**src/rtl/uart_pkg.sv**
```systemverilog
// ============================================================================
// Module  : uart_pkg
// Purpose : Shared types and constants for the UART receiver slice.
//           Holds the receive FSM state type, the oversampling ratio and the
//           character width, plus counter widths derived from them.
// Ports   : none (package)
// Revision: 1.0  initial release
// ============================================================================
`default_nettype none

package uart_pkg;

  localparam int OVERSAMPLE = 16;
  localparam int DATA_BITS  = 8;

  localparam int CNT_W = $clog2(OVERSAMPLE);
  localparam int IDX_W = $clog2(DATA_BITS);

  // Last oversample tick of a bit period; mid-bit sampling happens here
  // because counting restarts at the previous mid-bit point.
  localparam logic [CNT_W-1:0] CNT_LAST = CNT_W'(OVERSAMPLE - 1);
  localparam logic [IDX_W-1:0] IDX_LAST = IDX_W'(DATA_BITS - 1);

  typedef enum logic [2:0] {
    IDLE   = 3'd0,
    START  = 3'd1,
    DATA   = 3'd2,
    PARITY = 3'd3,
    STOP   = 3'd4
  } rx_state_t;

endpackage

`default_nettype wire

```
**src/rtl/uart_rx_if.sv**
```systemverilog
// ============================================================================
// Module  : uart_rx_if
// Purpose : Consumer-side bus of the UART receiver: received byte, sticky
//           status flags and the acknowledge that clears them.
// Signals : rdy_clr     consumer acknowledge, clears rdy/overrun/parity_err
//           data        last good byte, LSB received first
//           rdy         sticky, a good byte is held in data
//           frame_err   sticky, last frame had a low stop bit
//           overrun     sticky, a byte completed while rdy was still set
//           parity_err  sticky, parity mismatch on the last good byte
// Modports: slave  - the receiver (drives data and flags)
//           master - the consumer (drives rdy_clr)
// Revision: 1.0  initial release
// ============================================================================
`default_nettype none

interface uart_rx_if;

  logic                           rdy_clr;
  logic [uart_pkg::DATA_BITS-1:0] data;
  logic                           rdy;
  logic                           frame_err;
  logic                           overrun;
  logic                           parity_err;

  modport slave (
    input  rdy_clr,
    output data,
    output rdy,
    output frame_err,
    output overrun,
    output parity_err
  );

  modport master (
    output rdy_clr,
    input  data,
    input  rdy,
    input  frame_err,
    input  overrun,
    input  parity_err
  );

endinterface

`default_nettype wire

```
**src/rtl/uart_rx_sync.sv**
```systemverilog
// ============================================================================
// Module  : uart_rx_sync
// Purpose : Multi-flop synchroniser bringing the asynchronous serial line
//           into the clk_50m domain. Flops reset to 1 so that a reset never
//           looks like a start bit.
// Ports   : clk_50m   in  1  system clock
//           rst_n     in  1  asynchronous active-low reset
//           async_in  in  1  asynchronous serial input
//           sync_out  out 1  synchronised level, SYNC_STAGES cycles late
// Revision: 1.0  initial release
// ============================================================================
`default_nettype none

module uart_rx_sync #(
  parameter int SYNC_STAGES = 2
) (
  input  logic clk_50m,
  input  logic rst_n,
  input  logic async_in,
  output logic sync_out
);

  logic [SYNC_STAGES-1:0] stages;

  always_ff @(posedge clk_50m or negedge rst_n) begin
    if (!rst_n) begin
      stages <= '1;
    end else begin
      stages <= {stages[SYNC_STAGES-2:0], async_in};
    end
  end

  assign sync_out = stages[SYNC_STAGES-1];

endmodule

`default_nettype wire

```
**src/rtl/uart_rx.sv**
```systemverilog
// ============================================================================
// Module  : uart_rx
// Purpose : 8N1 UART receiver driven by a 16x oversampling clock enable.
//           Synchronises rx, qualifies the start bit at MID_TICK, samples
//           each following bit at mid-bit and presents the byte with sticky
//           ready and error flags.
// Ports   : clk_50m  in  1  system clock
//           rst_n    in  1  asynchronous active-low reset
//           rx       in  1  serial input, idle high, asynchronous
//           clken    in  1  one-cycle strobe at 16x baud
//           bus      slave modport of uart_rx_if (byte, flags, rdy_clr)
// Config  : UART_RX_PARITY_EN - adds an even-parity bit between the data
//           bits and the stop bit and drives parity_err; without it the
//           frame is 10 bits and parity_err is constant 0.
// Revision: 1.0  initial release
// ============================================================================
`default_nettype none

module uart_rx
  import uart_pkg::*;
#(
  parameter int SYNC_STAGES = 2,
  parameter int MID_TICK    = 7
) (
  input  logic      clk_50m,
  input  logic      rst_n,
  input  logic      rx,
  input  logic      clken,
  uart_rx_if.slave  bus
);

  localparam logic [CNT_W-1:0] MID_CNT = CNT_W'(MID_TICK);

  logic rxs;

  rx_state_t            state,      state_nxt;
  logic [CNT_W-1:0]     sample_cnt, cnt_nxt;
  logic [IDX_W-1:0]     bit_idx,    idx_nxt;
  logic [DATA_BITS-1:0] shift,      shift_nxt;
  logic [DATA_BITS-1:0] data_q,     data_nxt;
  logic                 rdy_q,      rdy_nxt;
  logic                 ferr_q,     ferr_nxt;
  logic                 ovr_q,      ovr_nxt;

`ifdef UART_RX_PARITY_EN
  // Parity result is held here until the stop bit proves the frame good.
  logic                 pbad_q,     pbad_nxt;
  logic                 perr_q,     perr_nxt;
`endif

  uart_rx_sync #(
    .SYNC_STAGES (SYNC_STAGES)
  ) u_sync (
    .clk_50m  (clk_50m),
    .rst_n    (rst_n),
    .async_in (rx),
    .sync_out (rxs)
  );

  // --------------------------------------------------------------------------
  // State and datapath registers
  // --------------------------------------------------------------------------
  always_ff @(posedge clk_50m or negedge rst_n) begin
    if (!rst_n) begin
      state      <= IDLE;
      sample_cnt <= '0;
      bit_idx    <= '0;
      shift      <= '0;
      data_q     <= '0;
      rdy_q      <= 1'b0;
      ferr_q     <= 1'b0;
      ovr_q      <= 1'b0;
`ifdef UART_RX_PARITY_EN
      pbad_q     <= 1'b0;
      perr_q     <= 1'b0;
`endif
    end else begin
      state      <= state_nxt;
      sample_cnt <= cnt_nxt;
      bit_idx    <= idx_nxt;
      shift      <= shift_nxt;
      data_q     <= data_nxt;
      rdy_q      <= rdy_nxt;
      ferr_q     <= ferr_nxt;
      ovr_q      <= ovr_nxt;
`ifdef UART_RX_PARITY_EN
      pbad_q     <= pbad_nxt;
      perr_q     <= perr_nxt;
`endif
    end
  end

  // --------------------------------------------------------------------------
  // Next-state and output logic
  // --------------------------------------------------------------------------
  always_comb begin
    state_nxt = state;
    cnt_nxt   = sample_cnt;
    idx_nxt   = bit_idx;
    shift_nxt = shift;
    data_nxt  = data_q;
    rdy_nxt   = rdy_q;
    ferr_nxt  = ferr_q;
    ovr_nxt   = ovr_q;
`ifdef UART_RX_PARITY_EN
    pbad_nxt  = pbad_q;
    perr_nxt  = perr_q;
`endif

    // The acknowledge works on any cycle; a byte completing in the same
    // cycle is handled below and overrides it.
    if (bus.rdy_clr) begin
      rdy_nxt  = 1'b0;
      ovr_nxt  = 1'b0;
`ifdef UART_RX_PARITY_EN
      perr_nxt = 1'b0;
`endif
    end

    if (clken) begin
      case (state)
        IDLE: begin
          if (!rxs) begin
            state_nxt = START;
            cnt_nxt   = '0;
          end
        end

        START: begin
          if (sample_cnt == MID_CNT) begin
            // Still low at mid start bit: a real start. Otherwise a glitch.
            if (!rxs) begin
              state_nxt = DATA;
              cnt_nxt   = '0;
              idx_nxt   = '0;
            end else begin
              state_nxt = IDLE;
            end
          end else begin
            cnt_nxt = sample_cnt + 1'b1;
          end
        end

        DATA: begin
          cnt_nxt = sample_cnt + 1'b1;
          if (sample_cnt == CNT_LAST) begin
            shift_nxt[bit_idx] = rxs;
            if (bit_idx == IDX_LAST) begin
`ifdef UART_RX_PARITY_EN
              state_nxt = PARITY;
`else
              state_nxt = STOP;
`endif
            end else begin
              idx_nxt = bit_idx + 1'b1;
            end
          end
        end

`ifdef UART_RX_PARITY_EN
        PARITY: begin
          cnt_nxt = sample_cnt + 1'b1;
          if (sample_cnt == CNT_LAST) begin
            pbad_nxt  = (rxs != ^shift);
            state_nxt = STOP;
          end
        end
`endif

        STOP: begin
          cnt_nxt = sample_cnt + 1'b1;
          if (sample_cnt == CNT_LAST) begin
            if (rxs) begin
              data_nxt = shift;
              rdy_nxt  = 1'b1;
              ferr_nxt = 1'b0;
              ovr_nxt  = rdy_q & ~bus.rdy_clr;
`ifdef UART_RX_PARITY_EN
              perr_nxt = pbad_q;
`endif
            end else begin
              ferr_nxt = 1'b1;
            end
            state_nxt = IDLE;
          end
        end

        default: begin
          state_nxt = IDLE;
        end
      endcase
    end
  end

  assign bus.data      = data_q;
  assign bus.rdy       = rdy_q;
  assign bus.frame_err = ferr_q;
  assign bus.overrun   = ovr_q;
`ifdef UART_RX_PARITY_EN
  assign bus.parity_err = perr_q;
`else
  assign bus.parity_err = 1'b0;
`endif

endmodule

`default_nettype wire
```
**src/flat_wrapper.sv**
```systemverilog
// flat-port wrapper written by rule: the top's interface ports become plain ports
module uart_rx_flat import uart_pkg::*;
#(
  parameter int SYNC_STAGES = 2,
  parameter int MID_TICK    = 7
)
  (clk_50m, rst_n, rx, clken, bus_rdy_clr, bus_data, bus_rdy, bus_frame_err, bus_overrun, bus_parity_err);
  uart_rx_if bus_i ();
  input  logic clk_50m;
  input  logic rst_n;
  input  logic rx;
  input  logic clken;
  input wire logic [$bits(bus_i.rdy_clr)-1:0] bus_rdy_clr;
  output wire logic [$bits(bus_i.data)-1:0] bus_data;
  output wire logic [$bits(bus_i.rdy)-1:0] bus_rdy;
  output wire logic [$bits(bus_i.frame_err)-1:0] bus_frame_err;
  output wire logic [$bits(bus_i.overrun)-1:0] bus_overrun;
  output wire logic [$bits(bus_i.parity_err)-1:0] bus_parity_err;
  assign bus_i.rdy_clr = bus_rdy_clr;
  assign bus_data = bus_i.data;
  assign bus_rdy = bus_i.rdy;
  assign bus_frame_err = bus_i.frame_err;
  assign bus_overrun = bus_i.overrun;
  assign bus_parity_err = bus_i.parity_err;
  uart_rx #(.SYNC_STAGES(SYNC_STAGES), .MID_TICK(MID_TICK)) u_core (.clk_50m(clk_50m), .rst_n(rst_n), .rx(rx), .clken(clken), .bus(bus_i));
endmodule
```
**config.mk**
```make
export PLATFORM = sky130hd
export DESIGN_NAME = uart_rx_flat
export DESIGN_NICKNAME = d
export VERILOG_FILES = /design/src/rtl/uart_pkg.sv /design/src/rtl/uart_rx_if.sv /design/src/rtl/uart_rx_sync.sv /design/src/rtl/uart_rx.sv /design/src/flat_wrapper.sv
export SDC_FILE = /design/constraint.sdc
export NUM_CORES = 1
export LEC_CHECK = 0
export ABC_AREA = 0
export BUFFER_PORTS_ARGS = -buffer_cell sky130_fd_sc_hd__buf_2
export CORE_MARGIN = 2
export CORE_UTILIZATION = 45
export CTS_CLUSTER_DIAMETER = 50
export CTS_CLUSTER_SIZE = 12
export DETAILED_ROUTE_END_ITERATION = 10
export SLEW_MARGIN = 10
export SYNTH_ARGS = -nofsm -noshare
export SYNTH_HDL_FRONTEND = slang
export SYNTH_SLANG_ARGS = --single-unit
```
**constraint.sdc**
```tcl
create_clock -name clk_50m -period 4.56 [get_ports clk_50m]
set_input_delay 0.228 -clock clk_50m [delete_from_list [all_inputs] [get_ports clk_50m]]
set_output_delay 0.228 -clock clk_50m [all_outputs]
set_load 0.01 [all_outputs]
```
# [Yosys cells after proc, flatten, opt, wreduce, memory -nomap -nowiden]
# Index checks and enable logic that the tools add are counted.
[classes] add_sub_neg=2 magnitude_cmp=2 eq_ne=13 n_mux=29 n_bitwise=2 n_reduce_logical=11
[op_table] op="$mux W3" n=9
[op_table] op="$mux W1" n=12
[op_table] op="$pmux W3 S4" n=1
[op_table] op="$pmux W4 S3" n=1
[op_table] op="$reduce_and A6 Y1" n=2
[op_table] op="$bwmux W8" n=1
[op_table] op="$mux W4" n=2
[op_table] op="$ne A2 B1 Y1 const B" n=4
[op_table] op="$eq A3 B3 Y1 const B" n=2
[op_table] op="$ne A2 B2 Y1 const B" n=3
[op_table] op="$pmux W3 S2" n=1
[op_table] op="$reduce_and A3 Y1" n=2
[op_table] op="$add A4 B1 Y4 const B" n=1
[op_table] op="$eq A4 B3 Y1 const B" n=1
[op_table] op="$eq A4 B4 Y1 const B" n=1
[op_table] op="$lt A3 B4 Y1 const B" n=1
[op_table] op="$reduce_and A4 Y1" n=1
[op_table] op="$add A3 B1 Y3 const B" n=1
[op_table] op="$demux W1 S3" n=1
[op_table] op="$eq A3 B1 Y1 const B" n=1
[op_table] op="$eq A3 B2 Y1 const B" n=1
[op_table] op="$ge A3 B1 Y1 const B" n=1
[op_table] op="$logic_not A3 Y1" n=1
[op_table] op="$reduce_bool A3 Y1" n=1
[op_table] op="7 further kinds" n=7
[totals] ff_bits=31 input_bits=5

# [Logic depth before layout (Yosys ltp)]
# Gate-level depths: netlist of run 1.
[depth] depth_word=6 depth_mapped=6

# [Modules after synthesis]
# Synthesis of run 1 repeated with hierarchy kept, for this count alone.
[unflattened] cells_unflattened=131 area_unflattened_um2=1580.3
[by_module_without_submodules] mod="uart_rx" instances=1 cells_per_inst=129 area_each_um2=1527.7 seq_area_each_um2=725.7
[by_module_without_submodules] mod="uart_rx_sync" instances=1 cells_per_inst=2 area_each_um2=52.6 seq_area_each_um2=52.6

# [Least setup slack after synthesis of run 1]
# No wires, ideal clock.
[synth_path] path_type="flip-flop to flip-flop" start="register u_core.sample_cnt[0]" end="register u_core.data_q[0], in the netlist u_core.bus.data[0]" setup_time_ps=125 arrival_ps=1635 path_slack_ps=2800 path_stages_with_launch=6 path_buffers=1 period_less_slack_ps=1760 cell_sequence="dfrtp_1 -> ha_1 -> nand4_1 -> or3_1 -> buf_6 -> mux2_4"
[synth_between] elab_chain_len=2
[synth_lines] item="start, declared" line="uart_rx.sv:37" source="logic [CNT_W-1:0] sample_cnt, cnt_nxt;"
[synth_lines] item="start signal, assigned" line="uart_rx.sv:79" source="sample_cnt <= cnt_nxt;"
[synth_lines] item="$eq A4 B4 Y1" line="uart_rx.sv:172" source="if (sample_cnt == CNT_LAST) begin"
[synth_lines] item="$reduce_and A4 Y1 (no line)"
[synth_lines] item="end signal, assigned" line="uart_rx.sv:82" source="data_q <= data_nxt;"
[synth_lines] item="end, declared" line="uart_rx.sv:40" source="logic [DATA_BITS-1:0] data_q, data_nxt;"
# Every way passes these cells.
# A chain may end at the register's enable or synchronous reset.

# [Worst setup path after layout of run 1]
[layout_path] start="register u_core.state[1]" end="register u_core.data_q[7], in the netlist u_core.bus.data[7]"
[layout_between] elab_chain_len=2
[layout_lines] item="start, declared" line="uart_rx.sv:36" source="rx_state_t state, state_nxt;"
[layout_lines] item="start signal, assigned" line="uart_rx.sv:78" source="state <= state_nxt;"
[layout_lines] item="$eq A3 B3 Y1" line="uart_rx.sv:121" source="case (state)"
[layout_lines] item="$reduce_and A4 Y1 (no line)"
# Every way passes these cells.

==> metrics.txt, run 1 <==
# TYPE chip_impl_metric gauge
chip_impl_metric{name="critPathMaxFanout",unit=""} 15
chip_impl_metric{name="synth_warnings",unit=""} 0
chip_impl_metric{name="synth-edff-count",unit=""} 0
chip_impl_metric{name="drive_gt1_frac",unit=""} 0.2533
chip_impl_metric{name="cts_inserted_buffers",unit=""} 5
chip_impl_metric{name="die_width",unit="um"} 62.67
chip_impl_metric{name="final.min_clock_period",unit="ns"} 2.133
chip_impl_metric{name="final_cell_area",unit="sq mm"} 0.001703
chip_impl_metric{name="synth.avg_cell_area",unit="sq um"} 11.56
chip_impl_info{name="post_synth_main_area_contributors",value="sky130_fd_sc_hd__dfrtp_1 47%, sky130_fd_sc_hd__mux2_4 7.8%, sky130_fd_sc_hd__mux2_1 5.8%"} 1
chip_impl_metric{name="seq_area_frac_synth",unit=""} 0.5024
chip_impl_metric{name="floorplan.die.height",unit="um"} 62.67
chip_impl_metric{name="setup-violations-final",unit=""} 0
chip_impl_info{name="r2r-start",value="u_core.state[1]$_DFFE_PN0P_"} 1
chip_impl_metric{name="number_of_distinct_library_cells_after_synthesis",unit=""} 45
chip_impl_metric{name="syn_area",unit="sq mm"} 0.001549
chip_impl_metric{name="utilization_of_the_core_after_routing",unit=""} 0.5144
chip_impl_metric{name="dp_worst_setup_slack",unit="ns"} 2.443
chip_impl_metric{name="power",unit="uW"} 598.3
chip_impl_metric{name="worst_rel_slew_slack",unit=""} 0.5449
chip_impl_metric{name="post_synth_and_or_nand_nor_area_fraction",unit=""} 0.1486
chip_impl_info{name="most_common_cell_after_layout_fill_and_taps_aside",value="sky130_fd_sc_hd__dfrtp_1"} 1
chip_impl_metric{name="final_nets",unit=""} 157
chip_impl_info{name="synth.largest_area_cell",value="sky130_fd_sc_hd__dfrtp_1"} 1
chip_impl_metric{name="synthesis.instances",unit=""} 134
chip_impl_metric{name="placed_area",unit="sq mm"} 0.001625
chip_impl_metric{name="ant_nets",unit=""} 0
chip_impl_metric{name="grt.total_usage",unit=""} 0.1628
chip_impl_metric{name="seq_area",unit="sq um"} 778.2
chip_impl_metric{name="drv_cap",unit=""} 0
chip_impl_metric{name="first_global_vias",unit=""} 1066
chip_impl_info{name="result_of_the_run",value="finished clean"} 1
chip_impl_metric{name="detailed_place_hpwl",unit="um"} 1912
chip_impl_metric{name="clk_pin_slew",unit="ns"} 0.11
chip_impl_metric{name="ports",unit=""} 17
chip_impl_info{name="min-delay-path-class",value="input port to register"} 1
chip_impl_metric{name="yosysTopAreaCellShare",unit=""} 0.4685
chip_impl_metric{name="drv_slew",unit=""} 0
chip_impl_info{name="rr_endpoint",value="u_core.bus.data[7]$_DFFE_PN0P_"} 1
chip_impl_metric{name="post-route-period-util",unit=""} 0.4677
chip_impl_metric{name="grt_antenna_before_repair",unit=""} 0
chip_impl_metric{name="yosys_register_bits",unit=""} 31
chip_impl_metric{name="clock_tree.htree_level_count",unit=""} 2
chip_impl_metric{name="num-fill-cells",unit=""} 320
chip_impl_metric{name="drc_errors",unit=""} 0
chip_impl_info{name="critPathLaunchType",value="register"} 1
chip_impl_metric{name="max_stage_delay",unit="ns"} 0.58
chip_impl_metric{name="postSynthNetCount",unit=""} 142
chip_impl_info{name="root_buffer",value="sky130_fd_sc_hd__clkbuf_4"} 1
chip_impl_metric{name="worst-endpoint-required",unit="ns"} 4.79
chip_impl_info{name="kind_of_critical_path",value="register to register"} 1
chip_impl_info{name="min-delay-start",value="bus_rdy_clr"} 1
chip_impl_metric{name="diodes",unit=""} 0
chip_impl_metric{name="worst-r2r-cell-count",unit=""} 3
chip_impl_metric{name="via_per_inst",unit=""} 5.429
chip_impl_info{name="path_cells",value="or3b_4, or3_1, mux2_4"} 1
chip_impl_metric{name="number_of_placement_rows",unit=""} 21
chip_impl_metric{name="drtPass1Iterations",unit=""} 4
chip_impl_info{name="endpoint_kind",value="register"} 1
chip_impl_metric{name="area_of_combinational_cells_with_multiple_inputs",unit="sq um"} 695.7
chip_impl_metric{name="core-area",unit="sq mm"} 0.003311
chip_impl_metric{name="async_reset_ff_frac",unit=""} 1.000
chip_impl_metric{name="clock_latency",unit="ns"} 0.34
chip_impl_metric{name="grt_overflow_total",unit=""} 0
chip_impl_metric{name="skew",unit="ns"} 0.01075
chip_impl_info{name="dominant_combinational_cell_family_by_area_after_synthesis",value="multiplexers"} 1
chip_impl_metric{name="synth_compound_gate_area_share",unit=""} 0.1123
chip_impl_metric{name="hold_violation_total_from_the_final_report",unit=""} 0
chip_impl_metric{name="post_cts_resized",unit=""} 0
chip_impl_metric{name="vdd_drop_max",unit="mV"} 0.2122
chip_impl_metric{name="worst_ep_arrival_time",unit="ns"} 2.36
chip_impl_info{name="crit_path_start",value="u_core.state[1]$_DFFE_PN0P_"} 1
chip_impl_metric{name="fraction_of_synthesized_area_in_multiplexers",unit=""} 0.1559
chip_impl_metric{name="gp_congestion",unit=""} 0.8299
chip_impl_metric{name="clock-sinks",unit=""} 31
chip_impl_metric{name="synth-xor-area-share",unit=""} 0.005654
chip_impl_metric{name="grt_pass1_wl",unit="um"} 4912
chip_impl_metric{name="worst_slew_pin_slew",unit="ns"} 0.6826
chip_impl_metric{name="setup_tns",unit="ns"} 0
chip_impl_metric{name="postRouteWirelength",unit="um"} 2784
chip_impl_metric{name="r2r_slack",unit="ns"} 2.43
chip_impl_metric{name="placement.io_buffers",unit=""} 15
chip_impl_metric{name="cts_setup_buffers",unit=""} 0
chip_impl_metric{name="grt_max_degree",unit=""} 32
chip_impl_metric{name="fp.dieArea",unit="sq mm"} 0.003928
chip_impl_info{name="layout.cells.most_common_list",value="29 x sky130_fd_sc_hd__dfrtp_1, 15 x sky130_fd_sc_hd__buf_2, 12 x sky130_fd_sc_hd__nand2_1"} 1
chip_impl_info{name="cts_tree",value="done"} 1
chip_impl_metric{name="timing.fmax",unit="MHz"} 468.8
chip_impl_metric{name="ctsLongestPathBuffers",unit=""} 2
chip_impl_metric{name="start_util",unit=""} 0.4679
chip_impl_metric{name="wl_per_cell",unit="um"} 14.20
chip_impl_info{name="critical-path-slowest-cell",value="sky130_fd_sc_hd__or3_1"} 1
chip_impl_info{name="worst_setup_path_endpoint",value="u_core.bus.data[7]$_DFFE_PN0P_"} 1
chip_impl_info{name="dominantRegCellSynth",value="sky130_fd_sc_hd__dfrtp_1"} 1
chip_impl_metric{name="powerDensity",unit="mW/mm^2"} 351.4
chip_impl_metric{name="via_count",unit=""} 1064
chip_impl_metric{name="drt_iter0_drc",unit=""} 18
chip_impl_metric{name="final_worst_path_setup_slack",unit="ns"} 2.427
chip_impl_metric{name="synth_adder_area_share",unit=""} 0.02423
chip_impl_metric{name="power.leakage",unit="uW"} 0.0008567
chip_impl_metric{name="flow.area_growth_from_synthesis",unit="%"} 9.935
chip_impl_info{name="grt_setup_unrepaired",value="false"} 1
==> worst min path at each step <==
stage	endpoint	slack, ns	cells past startpoint
2_1_floorplan	u_core.bit_idx[0]$_DFFE_PN0P_	-0.07	0
3_3_place_gp	u_core.bus.data[5]$_DFFE_PN0P_	0.30	1
3_5_place_dp	u_core.bus.data[3]$_DFFE_PN0P_	0.31	1
4_1_cts	u_core.bus.overrun$_DFF_PN0_	0.04	2
5_1_grt	u_core.bus.overrun$_DFF_PN0_	0.04	2
6_report	u_core.bus.overrun$_DFF_PN0_	0.04	2
==> stage by stage <==
stage	instances	hold WS, ns
2_1_floorplan	134	-0.06759
3_3_place_gp	186	0.2974
3_5_place_dp	186	0.3054
4_1_cts	196	0.04071
5_1_grt	196	0.03558
6_report	196	0.04430
==> state kept, by name, indices dropped and copies added (netlist names) <==
signal and cells:
u_core.u_sync.stages 2, u_core.bus.rdy 1, u_core.bus.frame_err 1, u_core.bus.data 8, u_core.bit_idx 3, u_core.sample_cnt 4, u_core.state 3, u_core.bus.overrun 1
u_core.shift 8
==> area by class of cell <==
type | instances | share of cell area
clock buffers | 5 | 0.02204
clock inverters | 3 | 0.01176
inverters | 5 | 0.01102
multi-input cells | 89 | 0.4085
flip-flops and latches | 31 | 0.4570
well taps | 46 | 0.03380
repair buffers | 17 | 0.05584
==> kinds of logic after synthesis <==
kind of cell	after synthesis
adders and majority gates	3
DFF	31
other	1
AOI/OAI and AO/OA	25
and+or+nand+nor	40
buffers and inverters	14
xor gates and xnor gates	1
muxes	19
==> timing repair <==
item / CTS / global route
hold buffers: 2 / 0
hold endpoints to repair: 30 / 0
setup endpoints to repair: 0 / 0
==> worst max-delay path, delay by kind of cell, from the launching register on <==
family | cells | cell delay [ns]
flops | 1 | 0.55
simple gates | 2 | 1.07
mux | 1 | 0.39
==> synth_stat cells, types with 2 or more instances <==
| cell | instances |
|---|---|
| sky130_fd_sc_hd__o22ai_1 | 2 |
| sky130_fd_sc_hd__or3b_1 | 2 |
| sky130_fd_sc_hd__inv_1 | 5 |
| sky130_fd_sc_hd__a21o_1 | 2 |
| sky130_fd_sc_hd__nand2_1 | 12 |
| sky130_fd_sc_hd__o31ai_1 | 2 |
| sky130_fd_sc_hd__dfrtp_1 | 29 |
| sky130_fd_sc_hd__nand3_1 | 5 |
| sky130_fd_sc_hd__nor2_1 | 5 |
| sky130_fd_sc_hd__nand4_1 | 2 |
| sky130_fd_sc_hd__buf_2 | 3 |
| sky130_fd_sc_hd__nor2b_1 | 2 |
| sky130_fd_sc_hd__ha_1 | 3 |
| sky130_fd_sc_hd__o21ai_0 | 7 |
| sky130_fd_sc_hd__mux2_4 | 8 |
| sky130_fd_sc_hd__mux2_1 | 8 |
| sky130_fd_sc_hd__mux2i_1 | 2 |
| sky130_fd_sc_hd__dfstp_2 | 2 |
| sky130_fd_sc_hd__a31oi_1 | 2 |
| sky130_fd_sc_hd__a22o_1 | 2 |
| sky130_fd_sc_hd__nor3_2 | 2 |
| sky130_fd_sc_hd__buf_6 | 2 |
| sky130_fd_sc_hd__clkbuf_1 | 3 |
==> metal layers <==
layer  share of wire  global-route usage  vias up
li1                -                   -      515
met1            0.46              0.2026      524
met2            0.49              0.2634       18
met3           0.031             0.03784        7
met4           0.024             0.08611        0
met5               0                   0        -
==> report_power, final <==
group / leakage (uW) / internal [uW] / switching, uW
combinational: 0.000420 / 55.9 / 52.9
clock: 0.0000272 / 58.7 / 101
sequential: 0.000410 / 295 / 34.7
total: 0.000857 / 410 / 189
Power figures use the tool's default switching activity.
==> run 2, diff against run 1 <==
PLACE_DENSITY = 0.66   (was not set)
clock period = 1.9 ns   (was 4.56 ns; I/O delays follow)
==> run 2 against run 1 <==
- sequential share of layout area down 2.5 points
- utilization increased by 3.0 points
- first-iteration DRC count grew 39%
- total power up 150%
- setup slack got worse by 2.3 ns
- routed wire length is 4.1% higher
- worst hold slack gained 0.0031 ns
- final area rose by 5.9%
- fmax is 19% higher
- clock-buffer cell count grew 2
- global-route usage grew 0.45 points
- combinational power grew to 3.0 times the previous value
==> metrics.txt, run 2 (synthesis gave the netlist of run 1 again) <==
# TYPE chip_impl_metric gauge
chip_impl_metric{name="post-route-period-util",unit=""} 0.9433
chip_impl_info{name="cts_tree",value="done"} 1
chip_impl_metric{name="r2r_slack",unit="ns"} 0.11
chip_impl_info{name="grt_setup_unrepaired",value="true"} 1
chip_impl_metric{name="first_global_vias",unit=""} 1134
chip_impl_metric{name="critPathMaxFanout",unit=""} 7
chip_impl_metric{name="placed_cells",unit=""} 194
chip_impl_metric{name="via_per_inst",unit=""} 5.376
chip_impl_info{name="layout.cells.most_common_list",value="29 x sky130_fd_sc_hd__dfrtp_1, 15 x sky130_fd_sc_hd__buf_2, 12 x sky130_fd_sc_hd__nand2_1"} 1
chip_impl_metric{name="worst_rel_slew_slack",unit=""} 0.5480
chip_impl_metric{name="number_of_placement_rows",unit=""} 21
chip_impl_metric{name="gp_congestion",unit=""} 0.9656
chip_impl_metric{name="powerDensity",unit="mW/mm^2"} 827.0
chip_impl_info{name="rr_endpoint",value="u_core.sample_cnt[0]$_DFFE_PN0P_"} 1
chip_impl_metric{name="ant_nets",unit=""} 0
chip_impl_metric{name="finish.cell_count_without_fillers",unit=""} 205
chip_impl_metric{name="start_util",unit=""} 0.4679
chip_impl_metric{name="flow.area_growth_from_synthesis",unit="%"} 16.40
chip_impl_metric{name="grt_max_degree",unit=""} 32
chip_impl_info{name="critPathLaunchType",value="register"} 1
chip_impl_metric{name="grt_pass1_wl",unit="um"} 5106
chip_impl_metric{name="drv_cap",unit=""} 0
chip_impl_metric{name="worst-r2r-cell-count",unit=""} 5
chip_impl_metric{name="power.leakage",unit="uW"} 0.0009220
chip_impl_info{name="root_buffer",value="sky130_fd_sc_hd__clkbuf_4"} 1
chip_impl_metric{name="detailed_place_hpwl",unit="um"} 1962
chip_impl_metric{name="worst_ep_arrival_time",unit="ns"} 2.02
chip_impl_metric{name="drc_errors",unit=""} 0
chip_impl_metric{name="seq_area",unit="sq um"} 778.2
chip_impl_metric{name="grt_util_met1",unit=""} 0.1993
chip_impl_metric{name="setup_tns",unit="ns"} 0
chip_impl_metric{name="clock-sinks",unit=""} 31
chip_impl_metric{name="ports",unit=""} 17
chip_impl_metric{name="grt_met2_use",unit=""} 0.2836
chip_impl_metric{name="drt_iter0_drc",unit=""} 25
chip_impl_metric{name="diodes",unit=""} 0
chip_impl_metric{name="drtPass1Iterations",unit=""} 5
chip_impl_metric{name="grt.total_usage",unit=""} 0.1672
chip_impl_info{name="min-delay-path-class",value="input port to register"} 1
chip_impl_metric{name="postRouteWirelength",unit="um"} 2897
chip_impl_metric{name="hold_violation_total_from_the_final_report",unit=""} 0
chip_impl_metric{name="via_count",unit=""} 1102
chip_impl_metric{name="clock_latency",unit="ns"} 0.33
chip_impl_info{name="kind_of_critical_path",value="register to register"} 1
chip_impl_metric{name="clock_tree.htree_level_count",unit=""} 2
chip_impl_metric{name="vdd_drop_max",unit="mV"} 0.4755
chip_impl_metric{name="skew",unit="ns"} 0.01005
chip_impl_metric{name="final_nets",unit=""} 166
chip_impl_metric{name="drv_slew",unit=""} 0
chip_impl_metric{name="timing.fmax",unit="MHz"} 557.9
chip_impl_metric{name="utilization_of_the_core_after_routing",unit=""} 0.5446
chip_impl_metric{name="floorplan.die.height",unit="um"} 62.67
chip_impl_metric{name="setup-violations-final",unit=""} 0
chip_impl_info{name="crit_path_start",value="u_core.sample_cnt[0]$_DFFE_PN0P_"} 1
chip_impl_metric{name="wl_per_cell",unit="um"} 14.13
chip_impl_metric{name="area_of_combinational_cells_with_multiple_inputs",unit="sq um"} 723.2
chip_impl_metric{name="fp.dieArea",unit="sq mm"} 0.003928
chip_impl_info{name="endpoint_kind",value="register"} 1
chip_impl_metric{name="clk_pin_slew",unit="ns"} 0.09
chip_impl_metric{name="placement.io_buffers",unit=""} 15
chip_impl_metric{name="worst-endpoint-required",unit="ns"} 2.12
chip_impl_metric{name="drive_gt1_frac",unit=""} 0.3019
chip_impl_info{name="worst_setup_path_endpoint",value="u_core.sample_cnt[0]$_DFFE_PN0P_"} 1
chip_impl_metric{name="num-fill-cells",unit=""} 315
chip_impl_metric{name="worst_slew_pin_slew",unit="ns"} 0.6780
chip_impl_info{name="result_of_the_run",value="finished clean"} 1
chip_impl_metric{name="grt_antenna_before_repair",unit=""} 0
chip_impl_metric{name="die_width",unit="um"} 62.67
chip_impl_info{name="r2r-start",value="u_core.sample_cnt[0]$_DFFE_PN0P_"} 1
chip_impl_metric{name="ctsLongestPathBuffers",unit=""} 2
chip_impl_metric{name="core-area",unit="sq mm"} 0.003311
chip_impl_metric{name="cts_inserted_buffers",unit=""} 5
chip_impl_metric{name="final.min_clock_period",unit="ns"} 1.792
chip_impl_info{name="most_common_cell_after_layout_fill_and_taps_aside",value="sky130_fd_sc_hd__dfrtp_1"} 1
chip_impl_metric{name="grt_overflow_total",unit=""} 0
chip_impl_info{name="grt_busiest_layer",value="met2"} 1
chip_impl_metric{name="global_route.usage.met3",unit=""} 0.05405
-- run 2: changes by cell type in the layout (fill, tap and decap cells not counted) --
cell                            change
sky130_fd_sc_hd__nor4bb_1           -1
sky130_fd_sc_hd__ha_2               +1
sky130_fd_sc_hd__o2111ai_2          +1
sky130_fd_sc_hd__o2111ai_1          -1
sky130_fd_sc_hd__nor4bb_2           +1
sky130_fd_sc_hd__clkbuf_8           +1
sky130_fd_sc_hd__nor3_2             -2
sky130_fd_sc_hd__dlygate4sd3_1      +1
sky130_fd_sc_hd__clkbuf_1           +1
sky130_fd_sc_hd__ha_1               -1
sky130_fd_sc_hd__nor3_4             +2
sky130_fd_sc_hd__clkinvlp_4         -2
sky130_fd_sc_hd__buf_4              +8
-- run 2: worst max-delay path: stages, from the launching register on --
cell,delay (ns)
sky130_fd_sc_hd__dfrtp_1,0.41
sky130_fd_sc_hd__ha_2,0.24
sky130_fd_sc_hd__and3b_1,0.21
sky130_fd_sc_hd__o311a_1,0.37
sky130_fd_sc_hd__a21o_1,0.20
sky130_fd_sc_hd__mux2_2,0.25
-- run 2: where the power goes --
group / internal, uW / switching [uW]
Sequential: 708 / 62.8
Combinational: 163 / 161
Clock: 179 / 217
Total: 1050 / 441
-- run 2: routing by layer --
metal | wire (um) | share of wire
met5 | 0 | 0
met4 | 69 | 0.024
met3 | 123 | 0.042
met2 | 1406 | 0.49
met1 | 1298 | 0.45
-- run 2: final cells by class --
cell class,count,area share
sequential,31,0.4316
clock buffer,7,0.03053
tap,46,0.03192
clock inverter,1,0.002776
multi-input combinational,89,0.4011
inverter,5,0.01041
timing repair buffer,26,0.09160
-- run 2: stage by stage --
stage | total power, uW | worst slack (ns) | area (sq um) | hold slack, ns
CTS | 1492 | 0.04310 | 1775 | 0.03230
detailed placement | 1087 | 0.05602 | 1685 | 0.1745
finish | 1491 | 0.1077 | 1803 | 0.04737
floorplan | 1004 | 0.1400 | 1549 | -0.2006
global placement | 1073 | 0.08975 | 1685 | 0.1645
global route | 1596 | -0.002151 | 1803 | 0.03417
-- run 2: repair_timing --
| item | CTS | global route |
|---|---|---|
| resized for setup | 0 | 5 |
| setup endpoints to repair | 0 | 13 |
| setup buffers | 0 | 0 |
| hold endpoints to repair | 32 | 0 |
| hold buffers | 3 | 0 |
-- run 2: worst min path at each step --
stage / start / endpoint / cells past startpoint
5_1_grt: clken / u_core.state[0]$_DFFE_PN0P_ / 2
2_1_floorplan: rst_n / u_core.bit_idx[0]$_DFFE_PN0P_ / 0
4_1_cts: clken / u_core.state[0]$_DFFE_PN0P_ / 2
6_report: clken / u_core.state[0]$_DFFE_PN0P_ / 2
3_3_place_gp: rst_n / u_core.bus.data[3]$_DFFE_PN0P_ / 1
3_5_place_dp: rst_n / u_core.bus.data[3]$_DFFE_PN0P_ / 1
